## config.mk

```make
export PLATFORM = sky130hd
export DESIGN_NAME = dff_share_arbiter
export DESIGN_NICKNAME = d
export VERILOG_FILES = /design/src/rtl/dff_arb_pkg.sv /design/src/rtl/dff_share_arbiter_rr_pick.sv /design/src/rtl/dff_share_arbiter.sv
export SDC_FILE = /design/constraint.sdc
export NUM_CORES = 1
export LEC_CHECK = 0
export CAP_MARGIN = 20
export CORE_MARGIN = 8
export CORE_UTILIZATION = 30
export CTS_BUF_LIST = sky130_fd_sc_hd__clkbuf_8
export CTS_CLUSTER_SIZE = 30
export DETAILED_ROUTE_END_ITERATION = 6
export PLACE_DENSITY = 0.75
export SLEW_MARGIN = 20
export SYNTH_ARGS = -nofsm -noshare
export SYNTH_HDL_FRONTEND = slang
export SYNTH_SLANG_ARGS = --single-unit
```

## constraint.sdc

```tcl
create_clock -name clk -period 2.02 [get_ports clk]
set_clock_uncertainty 0.15 [all_clocks]
set_input_delay 0.303 -clock clk [delete_from_list [all_inputs] [get_ports clk]]
set_output_delay 0.303 -clock clk [all_outputs]
set_load 0.02 [all_outputs]
```

## src/rtl/dff_arb_pkg.sv

```systemverilog
// Shared types, defaults and helpers for the round-robin shared-register arbiter.
package dff_arb_pkg;

  localparam int NREQ_DEF  = 4;
  localparam int WIDTH_DEF = 8;

  typedef logic [1:0] state_t;
  localparam state_t IDLE = 2'd0;
  localparam state_t LOAD = 2'd1;
  localparam state_t DONE = 2'd2;

  // First set request after 'last', wrapping modulo n (n <= 16).
  function automatic logic [3:0] rr_next(input logic [15:0] req, input logic [3:0] last,
                                         input int unsigned n);
    logic [3:0]  win;
    logic        found;
    int unsigned idx;
    win   = 4'd0;
    found = 1'b0;
    for (int unsigned k = 32'd1; k <= 32'd16; k++) begin
      idx = (32'(last) + k) % n;
      if (!found && (k <= n) && req[idx[3:0]]) begin
        win   = idx[3:0];
        found = 1'b1;
      end
    end
    return win;
  endfunction

  function automatic logic even_par(input logic [63:0] v);
    return ^v;
  endfunction

endpackage

```

## src/rtl/dff_share_arbiter_rr_pick.sv

```systemverilog
// Combinational round-robin priority encoder: picks the next requester after last_winner.
import dff_arb_pkg::*;

module rr_pick #(
  parameter int NREQ = NREQ_DEF,
  parameter int IDW  = $clog2(NREQ)
) (
  input  logic [NREQ-1:0] req,
  input  logic [IDW-1:0]  last_winner,
  output logic [IDW-1:0]  winner,
  output logic            valid
);

  assign winner = IDW'(rr_next(16'(req), 4'(last_winner), NREQ));
  assign valid  = |req;

endmodule

```

## src/rtl/dff_share_arbiter.sv

```systemverilog
// Round-robin write arbiter owning one shared WIDTH-bit register.
// Optional DFF_ARB_PARITY_EN adds q_par, the even parity of the loaded value.
import dff_arb_pkg::*;

module dff_share_arbiter #(
  parameter int NREQ  = NREQ_DEF,
  parameter int WIDTH = WIDTH_DEF,
  localparam int IDW  = $clog2(NREQ)
) (
  input  logic                  clk,
  input  logic                  rst_n,
  input  logic [NREQ-1:0]       req,
  input  logic [NREQ*WIDTH-1:0] din,
  output logic [NREQ-1:0]       ack,
  output logic [IDW-1:0]        gnt_id,
  output logic                  busy,
  output logic [WIDTH-1:0]      q
`ifdef DFF_ARB_PARITY_EN
  ,
  output logic                  q_par
`endif
);

  state_t           state_r, next_state_s;
  logic [IDW-1:0]   gnt_id_r, last_winner_r, pick_id_s;
  logic             pick_valid_s;
  logic [WIDTH-1:0] q_r, load_data_s;
  logic [NREQ-1:0]  ack_r, ack_next_s;
  logic             busy_r;

  rr_pick #(.NREQ(NREQ), .IDW(IDW)) u_pick (
    .req        (req),
    .last_winner(last_winner_r),
    .winner     (pick_id_s),
    .valid      (pick_valid_s)
  );

  // Next-state logic; req is only looked at while idle.
  always_comb begin
    next_state_s = IDLE;
    case (state_r)
      IDLE: begin
        if (pick_valid_s) next_state_s = LOAD;
        else              next_state_s = IDLE;
      end
      LOAD:    next_state_s = DONE;
      DONE:    next_state_s = IDLE;
      default: next_state_s = IDLE;
    endcase
  end

  // Data mux for the granted requester's slice.
  always_comb begin
    load_data_s = {WIDTH{1'b0}};
    for (int i = 0; i < NREQ; i++) begin
      load_data_s = (gnt_id_r == IDW'(i)) ? din[i*WIDTH +: WIDTH] : load_data_s;
    end
  end

  // Ack is registered one cycle ahead so it is high exactly while in DONE.
  always_comb begin
    if (next_state_s == DONE) ack_next_s = {{(NREQ-1){1'b0}}, 1'b1} << gnt_id_r;
    else                      ack_next_s = {NREQ{1'b0}};
  end

  // FSM, grant bookkeeping and the shared register.
  always_ff @(posedge clk or negedge rst_n) begin
    if (!rst_n) begin
      state_r       <= IDLE;
      gnt_id_r      <= {IDW{1'b0}};
      last_winner_r <= IDW'(NREQ-1);
      q_r           <= {WIDTH{1'b0}};
      ack_r         <= {NREQ{1'b0}};
      busy_r        <= 1'b0;
    end else begin
      state_r <= next_state_s;
      ack_r   <= ack_next_s;
      busy_r  <= (next_state_s != IDLE);
      case (state_r)
        IDLE:    if (pick_valid_s) gnt_id_r <= pick_id_s;
        LOAD:    q_r <= load_data_s;
        DONE:    last_winner_r <= gnt_id_r;
        default: ;
      endcase
    end
  end

  assign ack    = ack_r;
  assign gnt_id = gnt_id_r;
  assign busy   = busy_r;
  assign q      = q_r;

`ifdef DFF_ARB_PARITY_EN
  logic q_par_r;

  // Parity captured in the same edge as the data it covers.
  always_ff @(posedge clk or negedge rst_n) begin
    if (!rst_n)                q_par_r <= 1'b0;
    else if (state_r == LOAD)  q_par_r <= even_par(64'(load_data_s));
  end

  assign q_par = q_par_r;
`endif

endmodule

```

* Word level (Yosys, flattened, before mapping) *
Index checks and enable logic that the tools add are counted.

storage, ports and cells
  memory bits (writable) = 0
  output and inout port bits = 15
  bits in registers = 19
  memories = 0
  latch bits = 0
  word-level logic and storage cells = 54
  bits in read-only memories = 0

cells by class
  equality and inequality tests = 6
  div/mod/pow operators = 0
  shifts and indexed selects = 1
  reduce and logical (&&, ||, !) cells = 11
  bitwise gates (word level) = 0
  $add $sub $neg = 4
  magnitude comparators = 4
  muxes and demuxes = 22
  $mul = 0

operators by type and width
  operator             count
  $mux 8               4
  $lt 2x5->1 const B   4
  $bmux 1 s2           4
  $eq 2x2->1 const B   4
  $mux 1               8
  $mux 2               4
  $add 2x1->2 const B  2
  $add 2x2->2 const B  2
  $eq 2x1->1 const B   2
  $logic_not 2->1      2
  $mux 4               1
  $pmux 2 s2           1
  $reduce_or 4->1      1
  $shl 1x2->4 const A  1
  $logic_and 1x1->1    3
  $logic_not 1->1      3
  $reduce_and 2->1     1
  $reduce_bool 2->1    1

* Longest topological paths before layout *
  depth in word-level cells = 13
  gate-level depth with buffers = 5

* By module *
From an unflattened synthesis, not the netlist that was laid out.

unflattened totals
  cells, all modules = 66
  area, all modules = 1004.7 um^2

modules (own cells, without submodules)
  module             cells an instance  area each (um^2)  sequential area each (um^2)  instances
  dff_share_arbiter  52                 923.4             478.0                        1
  rr_pick            14                 81.3              0.0                          1

* Worst setup path after synthesis *
OpenSTA, ideal clock, no wires.

  kind = flip-flop to flip-flop
  from = register gnt_id_r[0] (netlist: gnt_id[0])
  to = register q_r[4] (netlist: q[4])
  setup time = 0.117 ns
  period minus slack after synthesis = 1.579 ns
  setup slack = 0.441 ns
  cell stages (with the launch flop) = 6
  data arrival time = 1.313 ns
  data required time = 1.753 ns
  buffers on the path = 2
  cells stage by stage = dfrtp_1 > buf_6 > buf_8 > mux4_2 > nand2_1 > nand2_1

on the way
  longest elaborated chain between the ends = 5

ends and longest elaborated chain
  what                    line                     source
  start, declared         dff_share_arbiter.sv:25  logic [IDW-1:0] gnt_id_r, last_winner_r, pick_id_s;
  start signal, assigned  dff_share_arbiter.sv:70  gnt_id_r <= {IDW{1'b0}};
  start signal, assigned  dff_share_arbiter.sv:80  IDLE: if (pick_valid_s) gnt_id_r <= pick_id_s;
  $logic_not 2->1         dff_share_arbiter.sv:56  load_data_s = (gnt_id_r == IDW'(i)) ? din[i*WIDTH +: WIDTH] : load_data_s;
  $mux 8 (3 in series)    dff_share_arbiter.sv:56
  $mux 8 *                dff_share_arbiter.sv:56
  end signal, assigned    dff_share_arbiter.sv:72  q_r <= {WIDTH{1'b0}};
  end signal, assigned    dff_share_arbiter.sv:81  LOAD: q_r <= load_data_s;
  end, declared           dff_share_arbiter.sv:27  logic [WIDTH-1:0] q_r, load_data_s;

Every way passes the cells marked *; elsewhere a longest branch is shown, timed or not.
A chain may end at the register's enable or synchronous reset.

* Final worst setup path *
  from = register gnt_id_r[0] (netlist: gnt_id[0])
  to = output gnt_id[0]

RTL lines
  what           line                     source
  end, declared  dff_share_arbiter.sv:15  output logic [IDW-1:0] gnt_id,

No word-level cell between the ends.

==> impl_metrics.json <==
{
  "num_io_pins": 53,
  "finish.net_count": 183,
  "synth-edff-count": 0,
  "syn_to_final_growth_pct": 59.9,
  "post-cts-setup-buffer-count": 0,
  "multiInputGateArea_um2": 484,
  "clock_tree.htree_level_count": 1,
  "detail_route.wirelength_mm": 2.83,
  "worst_setup_path_start_kind": "flip-flop",
  "wl_per_cell_um": 14.9,
  "holdCritPathClass": "input port to async pin",
  "grt_pass1_vias": 976,
  "period_share_pct": 93.9,
  "critPathMaxFanout": 8,
  "rsz0062_at_grt": "false",
  "drc": 0,
  "cp_num_buf_inv": 1,
  "post-place-ws_ns": 0.213,
  "insertedDiodeCount": 0,
  "critPathMaxStageDelay_ns": 0.68,
  "synth.area.top_cells": "dfrtp_1 (42%), nand2_1 (11%), mux4_1 (10%)",
  "met2_length_mm": 1.26,
  "die_area_mm2": 0.00550,
  "finalMaxSlewViolations": 0,
  "ir_worst_vdd_mv": 0.437,
  "final-hold-violation-count": 0,
  "final_util_pct": 49.4,
  "synth.net_count": 128,
  "normalized_max_slew_margin_pct": 62.3,
  "worst_pin_slew_ns": 0.564,
  "antenna_violating_nets_post_route": 0,
  "cpMaxStageDelayCell": "clkdlybuf4s50_1",
  "cts_root_buf": "clkbuf_8",
  "hpwl_mm": 2.39,
  "ys_seq_area_share_pct": 47.1,
  "synth_top_flop_cell": "dfrtp_1",
  "starting_utilization_of_the_core_area_pct": 30.9,
  "postSynthAreaPerCell_um2": 11.3,
  "clkSinkCount": 19,
  "topRoutingLayerUsed": "met4",
  "power.density_cell_area_mw_per_mm2": 1310,
  "cp_cell_sequence": "clkdlybuf4s50_1",
  "status": "finished clean",
  "grt_first_pass_wirelength_mm": 4.46,
  "post_synth_inst_count": 90,
  "drt_iter0_markers": 42,
  "clkTransAtPathRegs_ns": 0.07,
  "yosys.cell_count.top_type": "nand2_1",
  "cts_hold_buf": 0,
  "clkLatencyLatePin_ns": 0.25,
  "worst_ep_arrival_ns": 1.44,
  "grt_overflow": 0,
  "timing.final.ws_setup_ns": 0.124,
  "yosysTopAreaCell": "dfrtp_1",
  "ys_types": 28,
  "drt-vias-per-instance": 4.81,
  "reg2regPathDepth": 4,
  "globalRouteTotalUtil_pct": 10.5,
  "report.final.setup_viol": 0,
  "io_buffers": 52,
  "final-seq-area_um2": 478,
  "rows": 21,
  "dr_total_vias": 914,
  "cts_tree": "yes",
  "worstPathRequired_ns": 1.57,
  "finalWorstPathRequiredPeriod_ns": 1.90,
  "setup_total_negative_slack_ns": 0,
  "drive_gt1_share_pct": 12.5,
  "synthDominantCellAreaShare_pct": 41.9,
  "die_w_um": 74.2,
  "cp_delay_by_family_top": "buffers and inverters",
  "drt-pass1-iter-count": 4,
  "fillers": 321,
  "criticalPathCategory": "flip-flop to output pin",
  "number_of_buffers_created_by_cts": 3,
  "max_clock_freq_mhz": 527,
  "place.gp.congestion": 0.799,
  "synthesis.yosys.warnings": 0,
  "grt_start_max_net_pins": 15,
  "antenna_found_initial": 0,
  "met3WireLength_um": 344,
  "syn-cell-area_mm2": 0.00101,
  "die_h_um": 74.2,
  "proportion_of_synthesized_flip_flops_having_asynchronous_set_or_reset_pct": 100,
  "wirelength_met1_mm": 1.20,
  "cp-end-kind": "output pin",
  "core_mm2": 0.00328,
  "cts_buffer_depth": 2,
  "critical_path_depth": 1,
  "leakagePower_nw": 0.706,
  "post_synth_most_frequent_cells": "nand2_1 (29), dfrtp_1 (17), mux4_1 (4), mux4_2 (4), nor2_1 (4)",
  "cts_resized": 0,
  "maxCapViolCount": 0,
  "yosys_register_bits": 19
}
-- through the flow --
stage	instance area, µm²	power, mW	instances	hold slack [ns]
2_1_floorplan	1010	1.45	90	-0.143
3_3_place_gp	1580	1.87	186	0.310
3_5_place_dp	1580	1.91	186	0.314
4_1_cts	1620	2.16	190	0.276
5_1_grt	1620	2.28	190	0.293
6_report	1620	2.12	190	0.269
-- final timing paths --
check | from | endpoint | slack [ns]
worst max register to register | gnt_id[0]$_DFFE_PN0P_ | q[6]$_DFFE_PN0P_ | 0.34
min in group clk | q[7]$_DFFE_PN0P_ | q[7]$_DFFE_PN0P_ | 0.32
worst min-delay path | rst_n | gnt_id[0]$_DFFE_PN0P_ | 0.27
max in group asynchronous | rst_n | q[3]$_DFFE_PN0P_ | 0.94
worst max-delay path | gnt_id[0]$_DFFE_PN0P_ | gnt_id[0] | 0.12
worst min register to register | q[7]$_DFFE_PN0P_ | q[7]$_DFFE_PN0P_ | 0.32
-- per-layer routing --
metal | up-vias | track usage, %
met4 | 0 | 2.00
li1 | 427 | -
met3 | 8 | 4.85
met1 | 418 | 11.8
met2 | 61 | 17.8
met5 | - | 0
-- layout by cell type (no fill, tap or decap) --
master and instances:
buf_4 4, nand2b_1 2, nor2_1 4, nor2b_1 2, nand2_1 29, mux4_1 4, o221ai_1 1, mux2i_1 2
o221a_2 1, nor4_1 1, nor3_2 1, dfrtp_1 17, clkdlybuf4s50_1 52, inv_1 3, mux2_2 2, o22ai_1 1
and3_2 1, a21o_1 1, mux4_2 4, a31oi_1 1, clkbuf_8 3, a21oi_1 2, dfstp_2 2, nand3_1 1
nor3_1 1, nor3b_1 1, or2_1 1
-- kinds of logic (layout without fill, tap and decap cells) --
kind of cell / after synthesis / after routing / synth area share [%]
mux: 12 / 12 / 23.4
simple gates: 44 / 44 / 19.4
compound gates: 7 / 7 / 4.93
buf+inv: 8 / 62 / 5.18
flops: 19 / 19 / 47.1
-- cell type report --
cell class / count / share of cell area [%]
Clock inverter: 1 / 0.231
Sequential cell: 19 / 29.5
Multi-Input combinational cell: 63 / 29.8
Clock buffer: 3 / 2.54
Timing Repair Buffer: 56 / 33.9
Inverter: 2 / 0.463
Tap cell: 46 / 3.55
-- registers in the layout, summed over array words and instances (netlist names) --
register	flops
state_r	2
q	8
ack	4
last_winner_r	2
busy	1
gnt_id	2
-- power breakdown --
group	switching [mW]	internal [mW]
combinational	0.555	0.610
sequential	0.138	0.572
clock	0.112	0.135
total	0.806	1.32
No activity file was read; power rests on OpenSTA's default activity.
